--- config.mk ---
export PLATFORM = sky130hd
export DESIGN_NAME = async_fifo_core
export DESIGN_NICKNAME = d
export VERILOG_FILES = /design/src/rtl/async_fifo_core.sv
export SDC_FILE = /design/constraint.sdc
export NUM_CORES = 1
export LEC_CHECK = 0
export ABC_CLOCK_PERIOD_IN_PS = 4250
export CAP_MARGIN = 5
export CORE_MARGIN = 2
export CORE_UTILIZATION = 60
export CTS_BUF_LIST = sky130_fd_sc_hd__clkbuf_4
export CTS_CLUSTER_SIZE = 25
export DETAILED_ROUTE_END_ITERATION = 10
export PLACE_DENSITY = 0.82
export SLEW_MARGIN = 10
export SYNTH_ARGS = -nofsm -noshare
export SYNTH_HDL_FRONTEND = slang
export SYNTH_SLANG_ARGS = --single-unit
--- constraint.sdc ---
create_clock -name clk -period 4.25 [get_ports clk]
set_input_delay 0.6375 -clock clk [delete_from_list [all_inputs] [get_ports clk]]
set_output_delay 0.6375 -clock clk [all_outputs]
set_load 0.02 [all_outputs]
--- src/rtl/async_fifo_core.sv ---
// Single-clock FWFT FIFO: zero-cycle read latency, writes dropped when full, reads ignored when empty.
// Define ASYNC_FIFO_ERR_FLAGS_EN to add sticky overflow/underflow outputs.
module async_fifo_core #(
    parameter int DATA_WIDTH = 8,
    parameter int DEPTH      = 8,
    localparam int ADDR      = $clog2(DEPTH)
) (
    input  logic                  clk,
    input  logic                  reset,
    input  logic                  write_en,
    input  logic [DATA_WIDTH-1:0] write_data,
    input  logic                  read_en,
    output logic [DATA_WIDTH-1:0] read_data,
    output logic                  full,
    output logic                  empty,
    output logic [ADDR:0]         count
`ifdef ASYNC_FIFO_ERR_FLAGS_EN
    ,
    output logic                  overflow,
    output logic                  underflow
`endif
);

    // DEPTH is a power of two, so a full count is just the wrap bit set.
    localparam logic [ADDR:0] FULL_CNT = {1'b1, {ADDR{1'b0}}};

    logic [DATA_WIDTH-1:0] mem [DEPTH];
    logic [ADDR:0]         wr_ptr;
    logic [ADDR:0]         rd_ptr;
    logic                  wr_acc;
    logic                  rd_acc;

    assign count     = wr_ptr - rd_ptr;
    assign full      = (count == FULL_CNT);
    assign empty     = (count == '0);
    assign wr_acc    = write_en && !full;
    assign rd_acc    = read_en && !empty;
    assign read_data = empty ? '0 : mem[rd_ptr[ADDR-1:0]];

    always_ff @(posedge clk) begin
        if (reset) begin
            wr_ptr <= '0;
            rd_ptr <= '0;
        end else begin
            if (wr_acc) wr_ptr <= wr_ptr + 1'b1;
            if (rd_acc) rd_ptr <= rd_ptr + 1'b1;
        end
    end

    // Storage is never cleared; the reset edge must not write either.
    always_ff @(posedge clk) begin
        if (!reset && wr_acc) mem[wr_ptr[ADDR-1:0]] <= write_data;
    end

`ifdef ASYNC_FIFO_ERR_FLAGS_EN
    always_ff @(posedge clk) begin
        if (reset) begin
            overflow  <= 1'b0;
            underflow <= 1'b0;
        end else begin
            if (write_en && full)  overflow  <= 1'b1;
            if (read_en && empty)  underflow <= 1'b1;
        end
    end
`endif

endmodule

# == Word level (Yosys, flattened, before mapping) ==
# Memories as Yosys holds them, arrays and structs flattened. A register that Yosys moved wholly into a read port is not among the register bits.
# Cells that the tools add are included.
# word_totals
wordCells,19
memories,1
mem_bits_rw,64
out_inout_bits,14
mem_bits_ro,0
register_bits,8
latch_bits,0
in_bits,12
# memory_table
memory,depth,word_bits,rd,rd_clocked_by_memory_dff,wr,line,text
mem,8,8,1,1,1,27,logic [DATA_WIDTH-1:0] mem [DEPTH];
# op_classes
n_reduce_logical,7
shift,0
bitwise,0
n_mul,0
order_cmp,0
mux,5
n_eq_ne,1
div_mod_pow,0
addsub,3
# op_table
operator,count
"4-bit by 1-bit adder with 4-bit output, second input constant",2
8-bit 2-to-1 mux,1
3-bit 2-to-1 mux,2
"4-bit equality test, second input constant",1
4-bit logical NOT,1
4-bit subtractor,1
1-bit logical AND,3
1-bit logical NOT,3
1-bit 2-to-1 mux,2

# == Depth between registers and ports, before layout ==
# logic_depth
ltp_word,7
depth_mapped,9

# == Least setup slack after synthesis ==
# No wires, ideal clock.
# synth_timing
path_type,flip-flop to flip-flop
start,reg rd_ptr[0]
end,"mem mem[0][0], enable pin"
setup_ns,0.395
synth_period_minus_slack_ns,3.155
stages_incl_launch_ff,9
t_arrival_ns,2.760
required_time_ns,3.855
slack_ns,1.095
n_path_buf,0
path_cell_list,dfxtp_1 > ha_1 > inv_1 > fa_1 > xor2_1 > nor3_1 > o21a_4 > nand2b_4 > nor4_1
# synth_via
elab_chain_cells,7
# synth_rtl
item,line,text
"start, declared",29,logic [ADDR:0] rd_ptr;
"start signal, assigned",46,if (rd_acc) rd_ptr <= rd_ptr + 1'b1;
4-bit subtractor,33,assign count = wr_ptr - rd_ptr;
net count[2],16,output logic [ADDR:0] count
4-bit equality test,34,assign full = (count == FULL_CNT);
net full,14,"output logic full,"
1-bit logical NOT,36,assign wr_acc = write_en && !full;
1-bit logical AND,36,
1-bit logical AND,52,if (!reset && wr_acc) mem[wr_ptr[ADDR-1:0]] <= write_data;
1-bit 2-to-1 mux,52,
1-bit 2-to-1 mux (not written as such),52,
"end, declared",27,
# The timed path passes the listed nets, and every way through them passes these cells.

# == Worst setup path after layout ==
# layout_timing
start,reg wr_ptr[0]
end,out read_data[6]
# layout_via
elab_chain_cells,3
# layout_rtl
item,line,text
"start, declared",28,logic [ADDR:0] wr_ptr;
"start signal, assigned",45,if (wr_acc) wr_ptr <= wr_ptr + 1'b1;
4-bit subtractor,33,
4-bit logical NOT,35,assign empty = (count == '0);
8-bit 2-to-1 mux,38,assign read_data = empty ? '0 : mem[rd_ptr[ADDR-1:0]];
"end, declared",13,"output logic [DATA_WIDTH-1:0] read_data,"
# Every way passes these cells.

==> run metrics <==
worst hold path class=reg2reg; synthesized-area fraction occupied by and/or/nand/nor cells=8.10%; vias per cell=5.71; count of cell types in the netlist=33; Die H=76.5 µm; synthesized area=roughly 3100 µm²; status=complete, no violations; Max Fclk=~0.26 GHz; Pwr Density=627 nW/µm²; CP most frequent cell=inv_1; Die ar.=5840 µm²; largest family of logic cells by synthesized area=multiplexers; Num CTS Buffers=9; WP data required=between 3000 and 4000 ps; FP Rows=26; worst hold path depth=2; wire per inst=19.0 µm; asr flop ratio synth=0%; clk root buf=clkbuf_4; FILL cells=341; sequential area share after synthesis=roughly two thirds; worst r2r dst=mem[6][0]; DRT antenna net count=0; cell count after synthesis=roughly 190; Hold Slack=617 ps; R2R cell count=9; CP Launch Type=flip-flop; xor and xnor area share after synthesis=1.39%; max-slew violations=0; Synth Net Count=205; leading cell type in the layout, fill and taps excluded=edfxtp_1; Congestion Overflow GR=0; Boundary Pins=26; Post-CTS Resized=0; hold path start=rd_ptr[3]; Post-synth EDFFs=64; DR DRC count=0; Chip Width=roughly 76 µm; r2r startpoint=rd_ptr[0]; initial cell density of the core=62.1%; hold bufs inserted after CTS=0; Hold Path End=rd_ptr[3]; share of cells above drive strength 1=between 20% and 30%; Slew headroom=between 30% and 40%; worst setup path category=reg2out; Critical Path AT=about 3200 ps; worst-path cell chain=inv_1, ha_1, inv_1, fa_1, or3_4, nor2_2, nor2_1, clkdlybuf4s50_1; RSZ-0062 raised after global routing=false; buffers added on ports=25; FF+latch count, synth=75; max cap viols=0; post-synthesis adder-cell area fraction=2.62%; final period utilization=89.8%; # setup viols final=0; GR Util All Layers=21.4%; n_diodes=0; Int Power=between 0.0015 and 0.002 W; DRT Wirelength=5710 µm; Tightest Pin Transition=896 ps; number of global-route vias before repair=1794; Flop pwr share=around two fifths; multi-input logic area=between 900 and 1000 µm²; Clock transition at path regs=between 100 and 150 ps; Yosys warnings=0; Final HPWL DP=3880 µm; fin nets=244; Psw=0.000802 W; clock tree from TritonCTS=built; Clock Path Buffers=2; initial antenna violation count=0; core area=5070 µm²; power share of the clock group=18.5%; Routability Congestion=0.822; CP max-delay cell=clkdlybuf4s50_1; Logic pwr share=a little over two fifths; most frequent cells in the layout=64 x edfxtp_1, 25 x clkdlybuf4s50_1, 19 x nor2_1; Mapped Avg Cell Area=16.8 µm²; clk sinks=between 70 and 80; mux contribution to synthesized area=15.7%; critical-path maximum fanout=9; drt first pass iters=4; htree depth=3; first-pass GRT wire length=9160 µm; Clock Latency Late Sink=400 ps; Post-Route Skew=9.17 ps; Worst setup EP type=output port; vias=approximately 1.7k; largest net degree at the start of global routing=17; sequential cell area=2140 µm²; Final Core Density=between 70 and 80%; Final TNS setup=0 ps; slowest cell delay on critical path=between 500 and 600 ps; Switching Fraction=34.7%; DRT iter0 DRCs=around 170; Reg2Reg Setup Slack=approximately 1200 ps; min cycle time layout=3820 ps; Final Hold Vio Count=0; peak supply drop=420 µV; P&R area growth vs syn=16.9%; Post-CTS Setup Inserts=0; leakage power=1.21 nW; Compound-Gate Fraction of Synth Area=2.22%; top_reg_cell synth=edfxtp_1
[power groups by stage]
stage          clock, W  sequential (W)  combinational, W
3_3_place_gp          0        0.000914          0.000960
5_1_grt        0.000470        0.000908           0.00105
4_1_cts        0.000437        0.000901          0.000987
2_1_floorplan         0        0.000887          0.000639
6_report       0.000427        0.000900          0.000981
3_5_place_dp          0        0.000918          0.000981
[Yosys cell counts, types with 4 or more instances]
cell type	number	share of area, %
nor2_1	19	2.3
mux2i_1	11	3.5
a21oi_1	4	0.64
nor3_1	6	0.95
nand2_1	4	0.48
inv_1	9	1.1
ha_1	5	2.0
mux4_2	16	11
dfxtp_1	11	7.0
nor4_1	5	0.99
xor2_1	4	1.1
edfxtp_1	64	61
[cell families (layout without fill, tap and decap cells)]
logic type | count (synthesis) | count (layout)
XOR/XNOR | 5 | 5
buffers and inverters | 16 | 60
multiplexers | 29 | 29
AO/OA/AOI/OAI | 8 | 8
AND/OR/NAND/NOR | 48 | 48
flip-flops | 75 | 75
adder cells (fa/ha/maj) | 6 | 6
[critical path, delay by kind of cell, from the launching register on]
kind                       cells  cell delay [ps]
DFF                            1              420
and+or+nand+nor                3             1010
buffers and inverters          3              700
adders and majority gates      2              650
[worst max-delay path by stage]
stage / start / end / slack, ps / cells past startpoint
4_1_cts: wr_ptr[0] / read_data[6] / 410 / 8
2_1_floorplan: rd_ptr[0] / mem[0][0] / 1100 / 8
3_3_place_gp: wr_ptr[0] / empty / 920 / 7
6_report: wr_ptr[0] / read_data[6] / 430 / 8
3_5_place_dp: wr_ptr[0] / empty / 880 / 7
5_1_grt: wr_ptr[0] / read_data[6] / 250 / 8
[area by class of cell]
class,count,share of cell area [%]
sequential,75,58.2
multi-input combinational,96,25.9
timing repair buffer,35,8.84
tap,70,2.38
clock buffer,11,2.24
clock inverter,5,1.50
inverter,9,0.918
[routing by layer]
| metal | part of all wire [%] | GRT usage [%] | wire (µm) | up-vias |
|---|---|---|---|---|
| li1 | - | - | - | 804 |
| met1 | 41 | 26.9 | 2350 | 866 |
| met2 | 54 | 35.9 | 3070 | 42 |
| met3 | 3.9 | 5.09 | 221 | 6 |
| met4 | 1.2 | 9.09 | 67 | 0 |
| met5 | 0 | 0 | 0 | - |
[flip-flops by register name (all words and copies together) (netlist names), named ones only]
| name | flops |
|---|---|
| mem | 64 |
| wr_ptr | 4 |
| rd_ptr | 4 |
[through the flow]
| stage | instance area [µm²] | std cells | power [W] | setup WS, ps |
|---|---|---|---|---|
| final | 3680 | 301 | 0.00231 | 432 |
| after global routing | 3680 | 301 | 0.00243 | 254 |
| after CTS | 3680 | 301 | 0.00232 | 410 |
| after detailed placement | 3540 | 285 | 0.00190 | 880 |
| after global placement | 3540 | 285 | 0.00187 | 919 |
| after floorplan | 3150 | 187 | 0.00153 | 1100 |
Power figures use the tool's default switching activity.
